### src/rtl/keypad_encoder.sv
// Debounced 10-key keypad front end: emits one BCD digit per clean press on number/loadn.
// Define KEYPAD_DIGIT_LIMIT_EN to cap an entry at MAX_DIGITS pulses until digit_clear re-arms it.
module keypad_encoder #(
  parameter int DEBOUNCE_CYCLES = 4,
  parameter int CNT_W           = 8,
  parameter int MAX_DIGITS      = 3
) (
  input  logic       clock,
  input  logic       clearn,
  input  logic       enable,
  input  logic [9:0] keypad,
  input  logic       digit_clear,
  output logic [3:0] number,
  output logic       loadn,
  output logic [1:0] digit_count,
  output logic       busy
);

  typedef enum logic [1:0] {IDLE, DEBOUNCE, PULSE, WAIT_REL} state_t;

  localparam logic [CNT_W-1:0] DB_MAX = CNT_W'(DEBOUNCE_CYCLES);

  state_t           state;
  logic [CNT_W-1:0] cnt;
  logic [3:0]       code;
  logic [9:0]       kmeta;
  logic [9:0]       ksync;
  logic             key_any;
  logic [3:0]       key_code;
  logic             limit_hit;
  logic             limit_block;
  logic             clear_req;

  function automatic logic [3:0] enc(input logic [9:0] k);
    enc = 4'd0;
    for (int i = 0; i < 10; i++) begin
      if (k[i]) enc = 4'(i);
    end
  endfunction

  always_ff @(posedge clock or negedge clearn) begin
    if (!clearn) begin
      kmeta <= '0;
      ksync <= '0;
    end else begin
      kmeta <= keypad;
      ksync <= kmeta;
    end
  end

  assign key_any   = |ksync;
  assign key_code  = enc(ksync);
  assign limit_hit = 32'(digit_count) >= MAX_DIGITS;

`ifdef KEYPAD_DIGIT_LIMIT_EN
  assign limit_block = limit_hit;
  assign clear_req   = digit_clear;
`else
  logic unused_ok;
  assign limit_block = 1'b0;
  assign clear_req   = 1'b0;
  assign unused_ok   = digit_clear ^ limit_hit;
`endif

  // A limited press is still debounced and released so it can never leak into the next entry.
  always_ff @(posedge clock or negedge clearn) begin
    if (!clearn) begin
      state       <= IDLE;
      cnt         <= '0;
      code        <= 4'd0;
      number      <= 4'd0;
      loadn       <= 1'b1;
      busy        <= 1'b0;
      digit_count <= 2'd0;
    end else begin
      loadn <= 1'b1;
      if (clear_req) begin
        digit_count <= 2'd0;
      end else if (state == PULSE && digit_count != 2'd3) begin
        digit_count <= digit_count + 2'd1;
      end
      case (state)
        IDLE: begin
          if (enable && key_any) begin
            code  <= key_code;
            cnt   <= CNT_W'(1);
            state <= DEBOUNCE;
            busy  <= 1'b1;
          end
        end
        DEBOUNCE: begin
          if (!key_any || key_code != code) begin
            state <= IDLE;
            busy  <= 1'b0;
          end else if (cnt == DB_MAX) begin
            if (limit_block) begin
              cnt   <= '0;
              state <= WAIT_REL;
            end else begin
              number <= code;
              loadn  <= 1'b0;
              state  <= PULSE;
            end
          end else begin
            cnt <= cnt + CNT_W'(1);
          end
        end
        PULSE: begin
          cnt   <= '0;
          state <= WAIT_REL;
        end
        WAIT_REL: begin
          if (key_any) begin
            cnt <= '0;
          end else if (cnt == DB_MAX) begin
            state <= IDLE;
            busy  <= 1'b0;
          end else begin
            cnt <= cnt + CNT_W'(1);
          end
        end
        default: begin
          state <= IDLE;
          busy  <= 1'b0;
        end
      endcase
    end
  end

endmodule

### config.mk
export PLATFORM = sky130hd
export DESIGN_NAME = keypad_encoder
export DESIGN_NICKNAME = d
export VERILOG_FILES = /design/src/rtl/keypad_encoder.sv
export SDC_FILE = /design/constraint.sdc
export NUM_CORES = 1
export LEC_CHECK = 0
export ABC_AREA = 1
export CORE_MARGIN = 4
export CORE_UTILIZATION = 52
export CTS_BUF_LIST = sky130_fd_sc_hd__clkbuf_16
export CTS_CLUSTER_DIAMETER = 60
export DETAILED_ROUTE_END_ITERATION = 10
export PLACE_DENSITY = 0.74
export SETUP_SLACK_MARGIN = 0.3
export SLEW_MARGIN = 20
export SYNTH_ARGS = -nofsm -noshare
export SYNTH_HDL_FRONTEND = slang
export SYNTH_SLANG_ARGS = --single-unit
### constraint.sdc
create_clock -name clock -period 2.1 [get_ports clock]
set_input_delay 0.21 -clock clock [delete_from_list [all_inputs] [get_ports clock]]
set_output_delay 0.21 -clock clock [all_outputs]
set_load 0.01 [all_outputs]
==> results.py, run 1 <==
metrics = {
    "drt": {
        "drt-total-wl_mm": 3.65,
        "drc": 0,
        "via_per_inst": 5.05,
        "wl_met1_mm": 1.59,
        "detail_route.iter0.violations": 90,
        "ant_nets": 0,
        "drt-wirelength-per-cell_um": 12.9,
        "vias": 1430,
        "dr.max_layer_used": "met4",
        "route.met3.wl_um": 115,
        "first_pass_iters": 4,
        "wl_met2_mm": 1.89,
    },
    "sta": {
        "hold_viol_final": 0,
        "drv_slew": 0,
        "tightest_slew_ns": 0.902,
        "max_freq_ghz": 0.561,
        "setup_viol_count_final": 0,
        "slew_headroom_pct": 39.9,
        "fin_skew_ns": 0.00225,
        "period_share_pct": 84.9,
        "setup_tns_ns": 0,
        "hold_slack_ns": 0.0575,
        "rsz0062_at_grt": "yes",
        "post-route-min-period_ns": 1.78,
    },
    "yosys": {
        "syn_nets": 219,
        "netlist_top_cells_area": "dfrtp_1, nand2_1, inv_1",
        "postSynthCellCount": 202,
        "netlist.top_cell.by_area": "dfrtp_1",
        "yosysWarningCount": 0,
        "syn_avg_cell_area_um2": 9.53,
        "netlist_area_mm2": 0.00192,
        "synth-seq-cells": 42,
        "synthDistinctLibCells": 30,
        "ys_seq_area_share_pct": 54.7,
        "yosys.area.top_type_share_pct": 53.3,
    },
    "floorplan": {
        "die_w_um": 68.8,
        "fp.dieH_um": 68.8,
        "core_mm2": 0.00344,
        "io_pins": 22,
        "dieArea_mm2": 0.00474,
        "num_rows": 21,
        "start_util_pct": 55.9,
    },
    "worst_setup_path": {
        "cp_max_fo": 7,
        "crit_type": "flip-flop to flip-flop",
        "cp_slowest_cell": "dfrtp_1",
        "cp-start-kind": "flip-flop",
        "crit_required_ns": 2.27,
        "crit_path_end_kind": "flip-flop",
        "cpMostUsedCell": "nand2_2",
        "cpPeakStageDelay_ns": 0.40,
        "crit_arrival_ns": 1.95,
        "crit_chain": "nor2_4, buf_6, nand2_2, nand2_1, nand2_1, nor2_2, nand2_2, nand3b_4, nor2_4, nand2_4, nand2_2, nand2_2",
    },
    "finish": {
        "antenna_cells": 0,
        "nets": 253,
        "instances_no_fill": 283,
        "num-fill-cells": 259,
        "drive_above_1_share_pct": 25.7,
        "syn2layout_area_growth_pct": 25.6,
    },
    "global_routing": {
        "grt_pass1_vias": 1425,
        "overflow": 0,
        "grt_max_degree": 43,
        "antenna_found_initial": 0,
        "track_usage_pct": 17.7,
        "grt_pass1_wl_mm": 6.13,
    },
    "placement": {
        "dp.cells": 267,
        "hpwl_mm": 2.39,
        "portBuffers": 20,
        "place_congestion": 0.886,
    },
    "clocking": {
        "cts_tree": "built",
        "clock_latency_ns": 0.28,
        "path_clk_slew_ns": 0.06,
        "root_buffer": "clkbuf_16",
        "ctsHoldBuffers": 0,
        "clk_path_buf_depth": 2,
        "clock_sinks": 42,
        "numCtsBuffers": 5,
        "htreeDepth": 2,
    },
    "pwr": {
        "ir_worst_vdd_mv": 0.464,
        "p_leak_nw": 1.14,
        "power.density_mw_per_mm2": 721,
    },
    "worst_hold_path": {
        "hold_class": "primary input to async pin",
    },
    "outcome": {
        "status": "complete, no violations",
    },
    "flow_run": {
        "maxCapViolations": 0,
    },
}
==> path summary, 6_finish.rpt <==
kind                           from   endpoint  slack (ns)  depth (start not counted)
max                        ksync[8]  number[2]        0.32                         12
min                          clearn   kmeta[1]        0.06                          1
max reg2reg                ksync[8]  number[2]        0.32                         12
min reg2reg                kmeta[7]   ksync[7]        0.35                          0
max in group asynchronous    clearn   state[0]        1.47                          1
min in group clock         kmeta[7]   ksync[7]        0.35                          0
==> stage by stage <==
stage / power, W / setup WS (ns) / utilization, % / instance area [um^2]
4_1_cts: 0.00175 / 0.272 / 66.8 / 2300
6_report: 0.00174 / 0.317 / 70.2 / 2420
3_3_place_gp: 0.00101 / 0.324 / 62.7 / 2160
5_1_grt: 0.00181 / 0.167 / 70.2 / 2420
2_1_floorplan: 0.000939 / 0.429 / - / 1920
3_5_place_dp: 0.00102 / 0.289 / 62.7 / 2160
==> kinds of logic after synthesis <==
family	after synthesis	share of synthesized area, %
simple gates	96	24.8
buf+inv	27	6.31
xor+xnor	4	1.82
fa+ha+maj	3	1.95
mux	1	0.585
compound gates	29	9.88
flops	42	54.7
==> routing by layer <==
metal / GRT usage [%] / vias up
li1: - / 711
met1: 21.9 / 691
met2: 29.7 / 21
met3: 4.21 / 7
met4: 7.06 / 0
met5: 0 / -
==> critical path: cells and delay by family, from the launching register on <==
kind | cells | cell delay (ns)
flops | 1 | 0.40
buf+inv | 1 | 0.13
simple gates | 11 | 1.14
==> cells in the mapped netlist <==
cell type	instances
o2111ai_1	2
nand3b_1	3
nand3_1	7
nor2_1	16
nand3b_4	1
nor2_2	1
dfrtp_1	41
nor3b_1	1
inv_1	22
nand2_1	53
xor2_1	2
o21ai_0	9
nand4_1	2
or2_2	1
nand3_2	1
buf_4	1
buf_12	1
nand2_2	3
clkinv_1	1
o21ai_1	3
a21oi_1	4
dfstp_2	1
o21ai_2	8
nand2_4	3
inv_2	2
nor2_4	4
mux2_2	1
o211ai_1	3
ha_1	3
xnor2_1	2
==> where the power goes <==
part / total, W / switching [W] / internal (W)
logic: 0.000143 / 0.0000640 / 0.0000794
registers: 0.000869 / 0.0000238 / 0.000846
clock network: 0.000729 / 0.000294 / 0.000435
==> cell type report <==
class	instances	area, um^2	share of cell area [%]
Sequential cell	42	1050	43.6
Multi-Input combinational cell	133	803	33.2
Clock inverter	3	17.5	0.725
Inverter	25	93.8	3.88
Clock buffer	5	125	5.18
Timing Repair Buffer	29	267	11.0
Tap cell	46	57.6	2.38
==> registers in the layout, indices dropped and copies added, names as in the netlist, named ones only <==
register,count
busy,1
cnt,8
code,4
digit_count,2
kmeta,10
ksync,10
loadn,1
number,4
state,1
==> repair_timing <==
item	4_1_cts	5_1_grt
pin swaps	0	10
setup endpoints to repair	6	15
gates resized for setup	1	21
cloned	0	0
buffers inserted	0	8
==> cells in the final DEF (no fill, tap or decap), types with 4 or more instances in the layout <==
cell type / count
buf_4: 8
clkbuf_16: 5
clkdlybuf4s50_1: 19
dfrtp_1: 41
inv_1: 22
nand2_1: 40
nand2_2: 16
nand3_1: 7
nor2_1: 13
nor2_2: 4
nor2_4: 4
o21ai_0: 7
o21ai_1: 5
o21ai_2: 8
(Power assumes the default switching activity.)
==> inputs of run 2 (changes only) <==
==> constraint.sdc (replaced) <==
create_clock -name clock -period 1.69 [get_ports clock]
set_input_delay 0.169 -clock clock [delete_from_list [all_inputs] [get_ports clock]]
set_output_delay 0.169 -clock clock [all_outputs]
set_load 0.01 [all_outputs]
==> results.py, run 2 (synthesized netlist as in run 1, its figures left out) <==
metrics = {
    "sta": {
        "slew_headroom_pct": 64.9,
        "setup_viol_count_final": 13,
        "hold_slack_ns": 0.320,
        "hold_viol_final": 0,
        "post-route-min-period_ns": 1.75,
        "finalWorstSetupSlack_ns": -0.0568,
        "tightest_slew_ns": 0.526,
        "period_share_pct": 103,
        "max_freq_ghz": 0.572,
        "rsz0062_at_grt": "yes",
        "fin_skew_ns": 0.00751,
        "drv_slew": 0,
    },
    "placement": {
        "portBuffers": 20,
        "place_congestion": 0.846,
        "hpwl_mm": 2.45,
    },
    "worst_setup_path": {
        "rr_endpoint": "number[2]",
        "ff2ff_path_depth": 13,
        "crit_path_end_kind": "flip-flop",
        "cp-start-kind": "flip-flop",
        "crit_type": "flip-flop to flip-flop",
        "rr_startpoint": "ksync[4]",
        "r2r_slack_ns": -0.06,
        "crit_required_ns": 1.92,
        "cp_max_fo": 3,
        "crit_arrival_ns": 1.98,
    },
    "flow_run": {
        "maxCapViolations": 0,
    },
    "clocking": {
        "clk_path_buf_depth": 2,
        "clock_sinks": 42,
        "clock_latency_ns": 0.29,
        "htreeDepth": 2,
        "cts_tree": "built",
        "numCtsBuffers": 5,
        "path_clk_slew_ns": 0.06,
        "root_buffer": "clkbuf_16",
    },
    "pwr": {
        "p_comb_share_pct": 7.0,
        "swShare_pct": 20.3,
        "seqPwrFrac_pct": 43.2,
        "internal-power_w": 0.00199,
        "switchingPower_w": 0.000505,
        "ir_worst_vdd_mv": 0.666,
        "power_w": 0.00249,
        "pwr-share-clk_pct": 49.7,
        "power.density_mw_per_mm2": 948,
        "p_leak_nw": 1.29,
    },
    "global_routing": {
        "antenna_found_initial": 0,
        "grt_pass1_wl_mm": 6.61,
        "grt_pass1_vias": 1475,
        "grt_max_degree": 43,
        "overflow": 0,
        "track_usage_pct": 19.2,
    },
    "floorplan": {
        "io_pins": 22,
        "dieArea_mm2": 0.00474,
        "fp.dieH_um": 68.8,
        "die_w_um": 68.8,
        "core_mm2": 0.00344,
        "start_util_pct": 55.9,
        "num_rows": 21,
    },
    "drt": {
        "drt-wirelength-per-cell_um": 13.6,
        "vias": 1533,
        "detail_route.iter0.violations": 100,
        "via_per_inst": 5.20,
        "ant_nets": 0,
        "drc": 0,
        "drt-total-wl_mm": 4.02,
        "first_pass_iters": 4,
    },
    "outcome": {
        "violations": "setup timing",
        "status": "finished with violations",
    },
    "finish": {
        "regArea_mm2": 0.00105,
        "final_cell_mix": "nand2_1, dfrtp_1, inv_1",
        "num-fill-cells": 226,
        "syn2layout_area_growth_pct": 36.7,
        "final_util_pct": 76.4,
        "antenna_cells": 0,
        "reg_top3": "kmeta x10, ksync x10, cnt x8",
        "drive_above_1_share_pct": 32.5,
        "multiInputGateArea_um2": 882,
        "nets": 265,
        "final_common_cell": "nand2_1",
    },
    "worst_hold_path": {
        "hold_path_depth": 1,
        "worstHoldEndpoint": "kmeta[7]",
        "min_from": "keypad[7]",
        "hold_class": "primary input to flip-flop",
    },
}
==> run 2: cell type report <==
class                   count  area share [%]
multi-input cells         135            33.5
well taps                  46            2.19
clock inverters             3            2.62
inverters                  25            3.66
clock buffers               5            4.76
flip-flops and latches     42            40.0
repair buffers             39            13.2
==> run 2: worst max-delay path by stage <==
stage,slack (ns),cells past startpoint,from,end
detailed placement,-0.03,10,ksync[8],cnt[1]
floorplan,0.09,11,ksync[8],cnt[5]
global placement,0.03,12,ksync[8],cnt[4]
CTS,-0.02,10,ksync[9],number[0]
global route,-0.18,13,ksync[4],number[3]
finish,-0.06,13,ksync[4],number[2]
==> run 2: what timing repair did <==
action	4_1_cts	5_1_grt
setup buffers	5	4
gates cloned	2	0
hold buffers	1	0
hold endpoints to repair	41	0
pin swaps	14	8
endpoints found under the setup margin	22	21
resized for setup	23	16
==> run 2: layer usage <==
layer	track usage [%]	up-vias	share of wire (%)
li1	-	739	-
met1	23.7	741	42
met2	31.5	47	51
met3	6.16	6	5.7
met4	6.81	0	1.3
met5	0	-	0
==> run 2: critical path: stages, from the launching register on <==
cell	delay [ns]
dfrtp_1	0.39
nor2_2	0.15
o21ai_1	0.08
nand2_1	0.08
nand2_1	0.08
nand2_1	0.08
nand2_1	0.06
inv_1	0.08
nand2_2	0.07
nand3b_4	0.19
nor2_4	0.17
buf_4	0.14
nand3_1	0.06
nand2_1	0.07
==> run 2: power groups by stage <==
stage / registers [W] / clock network (W) / logic (W)
finish: 0.00108 / 0.00124 / 0.000176
global route: 0.00109 / 0.00129 / 0.000198
CTS: 0.00108 / 0.00125 / 0.000178
detailed placement: 0.00110 / 0 / 0.000175
global placement: 0.00109 / 0 / 0.000166
floorplan: 0.00110 / 0 / 0.0000632
==> run 2: through the flow <==
step / setup TNS (ns) / cells / setup WS, ns / instance area, um^2
3_3_place_gp: 0 / 275 / 0.0271 / 2240
4_1_cts: -0.0735 / 291 / -0.0176 / 2550
6_report: -0.506 / 295 / -0.0568 / 2630
2_1_floorplan: 0 / 202 / 0.0851 / 1940
5_1_grt: -1.94 / 295 / -0.177 / 2630
3_5_place_dp: -0.128 / 275 / -0.0253 / 2240
==> inputs of run 3 (changes only) <==
--- a/config.mk
+++ b/config.mk
@@ -6,6 +6,7 @@
 export NUM_CORES = 1
 export LEC_CHECK = 0
 export ABC_AREA = 1
+export CAP_MARGIN = 20
 export CORE_MARGIN = 4
 export CORE_UTILIZATION = 52
 export CTS_BUF_LIST = sky130_fd_sc_hd__clkbuf_16
==> results of run 3 <==
No change in the layout: final DEF, timing and power equal those of run 2.
